**src/rtl/rcfwl_gclk_dop_div_seq_if.sv**
```systemverilog
// -----------------------------------------------------------------------------
// rcfwl_gclk_dop_div_seq_if
//
// Requester <-> sequencer handshake for the grid drop-off-point clock divider.
// The requester (master) presents a divisor and holds a level request until it
// sees the one-cycle acknowledge. The sequencer (slave) reports busy and the
// divisor currently applied to the divider.
//
// Signals:
//   div_req   master->slave  divisor change request (level)
//   div_val   master->slave  requested divisor, 0 is treated as 1
//   div_ack   slave->master  one-cycle completion pulse
//   div_busy  slave->master  sequence in progress
//   div_cur   slave->master  divisor currently applied to the divider
// -----------------------------------------------------------------------------
interface rcfwl_gclk_dop_div_seq_if #(
  parameter int DIVBITS = 4
);

  logic               div_req;
  logic [DIVBITS-1:0] div_val;
  logic               div_ack;
  logic               div_busy;
  logic [DIVBITS-1:0] div_cur;

  modport master (
    output div_req,
    output div_val,
    input  div_ack,
    input  div_busy,
    input  div_cur
  );

  modport slave (
    input  div_req,
    input  div_val,
    output div_ack,
    output div_busy,
    output div_cur
  );

endinterface

```
**src/rtl/rcfwl_gclk_dop_div_seq.sv**
```systemverilog
// -----------------------------------------------------------------------------
// rcfwl_gclk_dop_div_seq
//
// Sequencer in front of the grid drop-off-point clock divider. It owns the
// divider's divisor, its active-low alignment reset and the downstream
// clock-gate enable. Every divisor change runs the same ordered sequence:
//
//   GATE      clk_en low for GATE_CYC cycles
//   WAIT_SYNC wait for a USYNC rising edge (bounded by TMO_CYC, else sync_err)
//   ALIGN     one cycle: new divisor applied, div_rst_b pulsed low
//   SETTLE    SETTLE_CYC cycles for the divider to restart
//   ACK       clk_en back high, div_ack pulsed
//
// The same sequence runs once out of reset (the "init pass") without a request
// and without an acknowledge, so the divided clock always starts USYNC-aligned.
// A request for the divisor already applied skips straight to ACK.
//
// Ports:
//   clk        in   primary grid clock
//   rst_b      in   synchronous, active-low reset
//   usync      in   alignment strobe, synchronous to clk
//   req_if     slave side of the divisor handshake (div_req, div_val,
//              div_ack, div_busy, div_cur)
//   div_rst_b  out  divider reset, active-low
//   clk_en     out  downstream clock-gate enable
//   sync_err   out  sticky USYNC-timeout flag, cleared only by reset
// -----------------------------------------------------------------------------
module rcfwl_gclk_dop_div_seq #(
  parameter int DIVBITS    = 4,
  parameter int DEF_DIV    = 2,
  parameter int GATE_CYC   = 4,
  parameter int SETTLE_CYC = 2,
  parameter int TMO_CYC    = 255
) (
  input  logic                    clk,
  input  logic                    rst_b,
  input  logic                    usync,
  rcfwl_gclk_dop_div_seq_if.slave req_if,
  output logic                    div_rst_b,
  output logic                    clk_en,
  output logic                    sync_err
);

  // ---------------------------------------------------------------------------
  // Counter sizing: one counter serves GATE, WAIT_SYNC and SETTLE. Each state
  // leaves at count N-1, so the counter never needs to hold its largest limit.
  // ---------------------------------------------------------------------------
  localparam int MAX_GS  = (GATE_CYC > SETTLE_CYC) ? GATE_CYC : SETTLE_CYC;
  localparam int CNT_MAX = (TMO_CYC > MAX_GS) ? TMO_CYC : MAX_GS;
  localparam int CNT_W   = (CNT_MAX < 2) ? 1 : $clog2(CNT_MAX);

  localparam logic [CNT_W-1:0] GATE_LAST   = CNT_W'(GATE_CYC - 1);
  localparam logic [CNT_W-1:0] SETTLE_LAST = CNT_W'(SETTLE_CYC - 1);
  localparam logic [CNT_W-1:0] TMO_LAST    = CNT_W'(TMO_CYC - 1);

  // A zero divisor would stop the divider, so it is always promoted to 1.
  localparam logic [DIVBITS-1:0] DEF_NORM =
    (DEF_DIV == 0) ? DIVBITS'(1) : DIVBITS'(DEF_DIV);

  typedef enum logic [2:0] {
    S_IDLE      = 3'd0,
    S_GATE      = 3'd1,
    S_WAIT_SYNC = 3'd2,
    S_ALIGN     = 3'd3,
    S_SETTLE    = 3'd4,
    S_ACK       = 3'd5
  } state_t;

  function automatic logic [DIVBITS-1:0] norm_div(input logic [DIVBITS-1:0] x);
    return (x == '0) ? DIVBITS'(1) : x;
  endfunction

  state_t             state_q;
  state_t             state_d;
  logic [CNT_W-1:0]   cnt_q;
  logic               cnt_en;
  logic               init_q;     // set on reset: current pass is the init pass
  logic               run_q;      // low while reset is being applied
  logic               usync_q;
  logic               sync_rise;
  logic               tmo_hit;
  logic               sync_err_q;
  logic [DIVBITS-1:0] div_cur_q;
  logic [DIVBITS-1:0] pend_q;     // divisor waiting to be applied in ALIGN
  logic [DIVBITS-1:0] req_norm;

  logic               ack_o;
  logic               busy_o;
  logic               div_rst_b_o;
  logic               clk_en_o;

  assign req_norm  = norm_div(req_if.div_val);

  // usync_q resets to 1 so a strobe held high through reset is not an edge.
  assign sync_rise = usync & ~usync_q;

  // ---------------------------------------------------------------------------
  // Next-state logic
  // ---------------------------------------------------------------------------
  // NOTE: every signal assigned in an always_comb gets a default at the top;
  // a path that leaves one unassigned would infer a latch.
  always_comb begin
    state_d = state_q;
    tmo_hit = 1'b0;
    unique case (state_q)
      S_IDLE: begin
        if (req_if.div_req) begin
          state_d = (req_norm == div_cur_q) ? S_ACK : S_GATE;
        end
      end
      S_GATE: begin
        if (cnt_q == GATE_LAST) state_d = S_WAIT_SYNC;
      end
      S_WAIT_SYNC: begin
        // A rise in the final timeout cycle wins, so no error is flagged.
        if (sync_rise) begin
          state_d = S_ALIGN;
        end else if (cnt_q == TMO_LAST) begin
          state_d = S_ALIGN;
          tmo_hit = 1'b1;
        end
      end
      S_ALIGN: begin
        state_d = S_SETTLE;
      end
      S_SETTLE: begin
        if (cnt_q == SETTLE_LAST) state_d = S_ACK;
      end
      S_ACK: begin
        state_d = S_IDLE;
      end
      default: begin
        state_d = S_IDLE;
      end
    endcase
  end

  assign cnt_en = (state_q == S_GATE) || (state_q == S_WAIT_SYNC) ||
                  (state_q == S_SETTLE);

  // ---------------------------------------------------------------------------
  // State and datapath registers
  // ---------------------------------------------------------------------------
  // NOTE: sequential state uses non-blocking assignments so every register
  // samples values from before the edge, independent of statement order.
  always_ff @(posedge clk) begin
    if (!rst_b) begin
      state_q    <= S_GATE;
      init_q     <= 1'b1;
      run_q      <= 1'b0;
      cnt_q      <= '0;
      usync_q    <= 1'b1;
      sync_err_q <= 1'b0;
      div_cur_q  <= DEF_NORM;
      pend_q     <= DEF_NORM;
    end else begin
      state_q <= state_d;
      run_q   <= 1'b1;
      usync_q <= usync;

      // The counter restarts on every state change, which also clears the
      // timeout count on entry to WAIT_SYNC.
      if (state_d != state_q) begin
        cnt_q <= '0;
      end else if (cnt_en) begin
        cnt_q <= cnt_q + CNT_W'(1);
      end

      if ((state_q == S_IDLE) && (state_d == S_GATE)) begin
        pend_q <= req_norm;
      end

      // Loaded on the edge into ALIGN so the new divisor is already visible
      // during the single div_rst_b low cycle. The init pass keeps DEF_DIV.
      if ((state_d == S_ALIGN) && !init_q) begin
        div_cur_q <= pend_q;
      end

      if (tmo_hit) begin
        sync_err_q <= 1'b1;
      end

      if (state_q == S_ACK) begin
        init_q <= 1'b0;
      end
    end
  end

  // ---------------------------------------------------------------------------
  // Outputs (Moore, decoded from state)
  // ---------------------------------------------------------------------------
  always_comb begin
    ack_o       = 1'b0;
    busy_o      = 1'b1;
    div_rst_b_o = 1'b1;
    clk_en_o    = 1'b0;
    unique case (state_q)
      S_IDLE: begin
        busy_o   = 1'b0;
        clk_en_o = 1'b1;
      end
      S_ALIGN: begin
        div_rst_b_o = 1'b0;
      end
      S_ACK: begin
        clk_en_o = 1'b1;
        ack_o    = ~init_q;
      end
      default: begin
        busy_o = 1'b1;
      end
    endcase
    // Reset parks the FSM in GATE; run_q keeps the divider held in reset
    // until rst_b is released.
    if (!run_q) begin
      div_rst_b_o = 1'b0;
    end
  end

  assign req_if.div_ack  = ack_o;
  assign req_if.div_busy = busy_o;
  assign req_if.div_cur  = div_cur_q;
  assign div_rst_b       = div_rst_b_o;
  assign clk_en          = clk_en_o;
  assign sync_err        = sync_err_q;

endmodule

```
**src/flat_wrapper.sv**
```systemverilog
// flat-port wrapper written by rule: the top's interface ports become plain ports
module rcfwl_gclk_dop_div_seq_flat 
#(
  parameter int DIVBITS    = 4,
  parameter int DEF_DIV    = 2,
  parameter int GATE_CYC   = 4,
  parameter int SETTLE_CYC = 2,
  parameter int TMO_CYC    = 255
)
  (clk, rst_b, usync, div_rst_b, clk_en, sync_err, req_if_div_req, req_if_div_val, req_if_div_ack, req_if_div_busy, req_if_div_cur);
  rcfwl_gclk_dop_div_seq_if #(.DIVBITS(DIVBITS)) req_if_i ();
  input  logic clk;
  input  logic rst_b;
  input  logic usync;
  output logic div_rst_b;
  output logic clk_en;
  output logic sync_err;
  input wire logic [$bits(req_if_i.div_req)-1:0] req_if_div_req;
  input wire logic [$bits(req_if_i.div_val)-1:0] req_if_div_val;
  output wire logic [$bits(req_if_i.div_ack)-1:0] req_if_div_ack;
  output wire logic [$bits(req_if_i.div_busy)-1:0] req_if_div_busy;
  output wire logic [$bits(req_if_i.div_cur)-1:0] req_if_div_cur;
  assign req_if_i.div_req = req_if_div_req;
  assign req_if_i.div_val = req_if_div_val;
  assign req_if_div_ack = req_if_i.div_ack;
  assign req_if_div_busy = req_if_i.div_busy;
  assign req_if_div_cur = req_if_i.div_cur;
  rcfwl_gclk_dop_div_seq #(.DIVBITS(DIVBITS), .DEF_DIV(DEF_DIV), .GATE_CYC(GATE_CYC), .SETTLE_CYC(SETTLE_CYC), .TMO_CYC(TMO_CYC)) u_core (.clk(clk), .rst_b(rst_b), .usync(usync), .req_if(req_if_i), .div_rst_b(div_rst_b), .clk_en(clk_en), .sync_err(sync_err));
endmodule
```
**config.mk**
```make
export PLATFORM = sky130hd
export DESIGN_NAME = rcfwl_gclk_dop_div_seq_flat
export DESIGN_NICKNAME = d
export VERILOG_FILES = /design/src/rtl/rcfwl_gclk_dop_div_seq_if.sv /design/src/rtl/rcfwl_gclk_dop_div_seq.sv /design/src/flat_wrapper.sv
export SDC_FILE = /design/constraint.sdc
export NUM_CORES = 1
export LEC_CHECK = 0
export CELL_PAD_IN_SITES_DETAIL_PLACEMENT = 2
export CELL_PAD_IN_SITES_GLOBAL_PLACEMENT = 2
export CORE_ASPECT_RATIO = 1.4
export CORE_MARGIN = 4
export CORE_UTILIZATION = 36
export CTS_CLUSTER_DIAMETER = 80
export DETAILED_ROUTE_END_ITERATION = 8
export PLACE_DENSITY = 0.92
export RECOVER_POWER = 25
export SLEW_MARGIN = 20
export SYNTH_ARGS = -nofsm -noshare
export SYNTH_HDL_FRONTEND = slang
export SYNTH_SLANG_ARGS = --single-unit
export TNS_END_PERCENT = 10
```
**constraint.sdc**
```tcl
create_clock -name clk -period 6 [get_ports clk]
set_clock_uncertainty 0.15 [all_clocks]
set_input_delay 1.8 -clock clk [delete_from_list [all_inputs] [get_ports clk]]
set_output_delay 1.8 -clock clk [all_outputs]
set_load 0.1 [all_outputs]
```
# [Yosys cells after proc, flatten, opt, wreduce, memory -nomap -nowiden]
# Index checks and enable logic that the tools add are counted.
[totals] in_bits=8 register_bits=23 wordCells=51
[classes] n_addsub=1 n_reduce_logical=9 n_mux=17 n_bitwise=4 eq_ne=12
[op_table] operator="$mux W3" n=6
[op_table] operator="$pmux W3 S5" n=1
[op_table] operator="$eq A3 B2 Y1 const B" n=3
[op_table] operator="$mux W1" n=9
[op_table] operator="$add A8 B1 Y8 const B" n=1
[op_table] operator="$eq A8 B1 Y1 const B" n=1
[op_table] operator="$eq A8 B2 Y1 const B" n=1
[op_table] operator="$eq A8 B8 Y1 const B" n=1
[op_table] operator="$eq A3 B1 Y1 const B" n=2
[op_table] operator="$eq A3 B3 Y1 const B" n=2
[op_table] operator="$eq A4 B4 Y1" n=1
[op_table] operator="$logic_not A4 Y1" n=1
[op_table] operator="$mux W4" n=1
[op_table] operator="$reduce_or A2 Y1" n=2
[op_table] operator="$logic_not A3 Y1" n=1
[op_table] operator="$ne A3 B3 Y1" n=1
[op_table] operator="$not A1 Y1" n=3
[op_table] operator="$logic_and A1 B1 Y1" n=2
[op_table] operator="$logic_or A1 B1 Y1" n=2
[op_table] operator="$and A1 B1 Y1" n=1
[op_table] operator="$logic_not A1 Y1" n=1

# [Logic depth before layout (Yosys ltp)]
[logic_depth] word_depth=8 mapped_depth=8 mapped_depth_nobuf=7

# [Least setup slack after synthesis]
# No wires, ideal clock.
[synth_timing] path_type="register to output" start="reg u_core.state_q[0]" end="out req_if_div_ack" slack_ps=2103 arrival_ps=1947 t_required_ps=4050 path_stages_with_launch=5 cell_sequence="dfxtp_1 buf_6 nor2b_1 nand2_1 nor2_1"
[synth_via] elab_chain_len=2
[synth_rtl] item="from (decl)" line="rcfwl_gclk_dop_div_seq.sv:73" source="state_t state_q;"
[synth_rtl] item="from (signal assigned)" line="rcfwl_gclk_dop_div_seq.sv:157" source="state_q <= state_d;"
[synth_rtl] item="$eq A3 B3 Y1" line="rcfwl_gclk_dop_div_seq.sv:197" source="unique case (state_q)"
[synth_rtl] item="$mux W1" line="rcfwl_gclk_dop_div_seq.sv:197"
[synth_rtl] item="to (decl)" line="flat_wrapper.sv:20" source="output wire logic [$bits(req_if_i.div_ack)-1:0] req_if_div_ack;"
# Every way passes these cells.

# [Worst setup path after layout]
# Same ends and word-level chain as after synthesis.

==> impl_results.md <==
- Worst R2R End: u_core.cnt_q[1]
- Die Ht: ~80 um
- Synth top area share: a little over a third
- Fin Setup TNS: 0 ns
- Final WL: around 3500 um
- Clk_lat worst skew: around 0.28 ns
- Dominant delay contributor by cell family on the critical path: buffers and inverters
- Worst slew margin: between 30% and 40%
- Levels on crit path: 4
- Worst flop-to-flop path startpoint: u_core.state_q[1]
- Final Cycle Share: ~73%
- Global-route wire length before repair: 5990 um
- Top cells by area, synth: dfxtp_1 (35%), mux2i_1 (6.8%), xor2_1 (6.0%), nand2_1 (4.3%), nor2_1 (4.0%)
- Core area: 3440 sq um
- Vias per cell: ~5.5
- Pwr dens: slightly above 300 nW/um^2
- Diode count: 0
- Max rail drop VDD: 0.172 mV
- Status: finished, final reports clean
- Pre-antenna DRT Iters: 4
- Std-Cell Rows: 25
- RSZ-0062 raised after global routing: false
- Post-Place Worst Slack: 1.90 ns
- Synth Instances: between 100 and 150
- Area delta synth->final: 12.6%
- Post-layout min period: roughly 4.4 ns
- YS warnings: 0
- Worst Setup EP: req_if_div_ack
- Total track usage: 17.0%
- CTS tree: built
- Clock Path Buffers: 2
- 1st-iter DRT viols: 27
- Starting Density: a little under two fifths
- Synthesized flop and latch total: 23
- Setup Viol. Count Final: 0
- Die area: approximately 4700 sq um
- Power, Total: about 460 uW
- Hold buffer count at CTS: 0
- Critical path buffers and inverters: 1
- Worst slew pin tran: slightly below 1 ns
- CTS root buf: clkbuf_8
- CTS buffer count: 3
- Setup ws final: between 1.5 and 2 ns
- Mean Syn Cell Area: about 9.6 sq um
- GP Congestion: around 0.74
- Synthesized area: 1320 sq um
- Grt total ovfl: 0
- Finished Cell Area: around 1500 sq um
- Pins Over Slew Limit: 0
- Worst setup path startpoint: u_core.state_q[0]
- Vias: ~1000
- Type of origin of the critical path: register
- Top cell type by total area after synthesis: dfxtp_1
- Crit. End Element: primary output
- DP HPWL: roughly 2700 um
- Min-delay worst type: reg -> reg
- Internal reg-to-reg setup slack: roughly 3.8 ns
- Largest net degree at the start of global routing: 20
- Port Buf Inserts: 16
- Worst EP required: ~4.1 ns
- Avg WL per Cell: ~18 um
- Layout cell share with drive strength beyond 1: between 10% and 20%
- Net Count, Synth: 148
- CP max stage cell: clkdlybuf4s50_1
- Die Width: 59.2 um
- Crit path largest cell delay: between 1 and 1.5 ns
- Post-DP Area: between 1000 and 1500 sq um
- Crit path cell chain: nor2b_1 -> nand2_1 -> nor2_1 -> clkdlybuf4s50_1
- I/O pin cnt: 17
- DRC violations left: 0
- Vias in the first global route: 1192
- Crit path DAT: 2.45 ns
- R2r worst-path depth: 5
- Hold Fails Final Rpt: 0
- WS Path Type: reg -> out
- Fmax: 227 MHz
- Utilization after layout: ~43%
- Lkg Pwr: between 0.6 and 0.7 nW
- H-tree levels: 1
- CTS clk-pin slew, worst paths: about 0.080 ns
- Max FO, Critical Path: 10
- Fillers: 379
- Max-Cap Viols: 0
- Synth cell types: 47
- Sink Count: 23
- Setup Buffers After CTS: 0
- Resized cells post-CTS: 0
- Nets: approximately 160
- ANT nets after route: 0
- Sequential fraction of the synthesis area: between 30% and 40%
- Initial antenna violation count: 0
[metrics by stage]
step	cells	hold WS, ns
global placement	186	0.303
global route	190	0.354
finish	190	0.326
floorplan	137	0.293
detailed placement	186	0.311
CTS	190	0.331
[sequential cells by signal (all words and copies together) (netlist names)]
| name | count |
|---|---|
| u_core.cnt_q | 8 |
| u_core.init_q | 1 |
| u_core.pend_q | 4 |
| u_core.req_if.div_cur | 4 |
| u_core.sync_err | 1 |
| u_core.usync_q | 1 |
| u_core.state_q | 3 |
| u_core.run_q | 1 |
[cell families after synthesis]
family,Yosys count,synth area share [%]
compound gates,14,9.38
xor+xnor,11,7.30
fa+ha+maj,3,2.84
buf+inv,12,6.44
flops,23,34.9
mux,9,6.82
simple gates,65,32.3
[power breakdown]
group | internal, mW | switching (mW) | total (mW) | leakage [nW]
Combinational | 0.0617 | 0.106 | 0.168 | 0.401
Clock | 0.0466 | 0.0541 | 0.101 | 0.0255
Sequential | 0.168 | 0.0242 | 0.192 | 0.187
[cell usage in the layout (no fill, tap or decap), types with 2 or more instances in the layout]
master	count
a41oi_1	2
and2_1	2
clkbuf_8	3
clkdlybuf4s50_1	15
dfxtp_1	23
ha_1	3
inv_1	5
mux2i_1	9
nand2_1	15
nand2b_1	2
nand3_1	3
nand4_1	5
nor2_1	14
nor2b_1	4
o21ai_0	4
or2b_1	2
xnor2_1	2
xor2_1	9
[worst min-delay path by stage]
stage	start	to	depth (start not counted)
detailed placement	u_core.sync_err	u_core.sync_err	1
CTS	u_core.sync_err	u_core.sync_err	1
global placement	u_core.pend_q[0]	u_core.req_if.div_cur[0]	2
global route	u_core.sync_err	u_core.sync_err	1
finish	u_core.sync_err	u_core.sync_err	1
floorplan	u_core.pend_q[0]	u_core.req_if.div_cur[0]	2
[cell usage after synthesis, drive strengths merged]
cell type	instances
buf	6
o31a	1
xnor2	2
dlymetal6s2s	1
inv	5
nor3b	1
or3	2
nor2	14
a21oi	1
a311o	1
and4bb	1
a41oi	2
o2111a	1
or2b	2
and2b	2
and3	2
nor4	1
nand2b	2
o21ai	4
and2	2
a31oi	1
o21ba	1
mux2i	9
nand3b	2
nor2b	4
nand2	15
and3b	1
xor2	9
nand4	6
o21a	1
ha	3
a211oi	1
nand3	4
nor3	3
and4	1
dfxtp	23
[worst register-to-register path, stage by stage (launching register included)]
cell and delay [ns]:
dfxtp_1 0.57, and2b_4 0.25, o21ai_0 0.36, nand3_1 0.13, or3_1 0.47, a211oi_2 0.19
[routing by layer]
metal | up-vias | GRT usage [%] | part of all wire (%)
li1 | 496 | - | -
met1 | 526 | 17.1 | 38
met2 | 17 | 33.2 | 57
met3 | 5 | 2.27 | 2.4
met4 | 0 | 7.48 | 1.9
met5 | - | 0 | 0
[cell type report]
type,count,area (sq um),share of cell area (%)
Multi-Input combinational cell,102,751,50.5
Sequential cell,23,460,31.0
Timing Repair Buffer,16,160,10.8
Tap cell,40,50.0,3.37
Clock buffer,3,41.3,2.78
Inverter,5,18.8,1.26
Clock inverter,1,5.00,0.337
(Power assumes the default switching activity.)
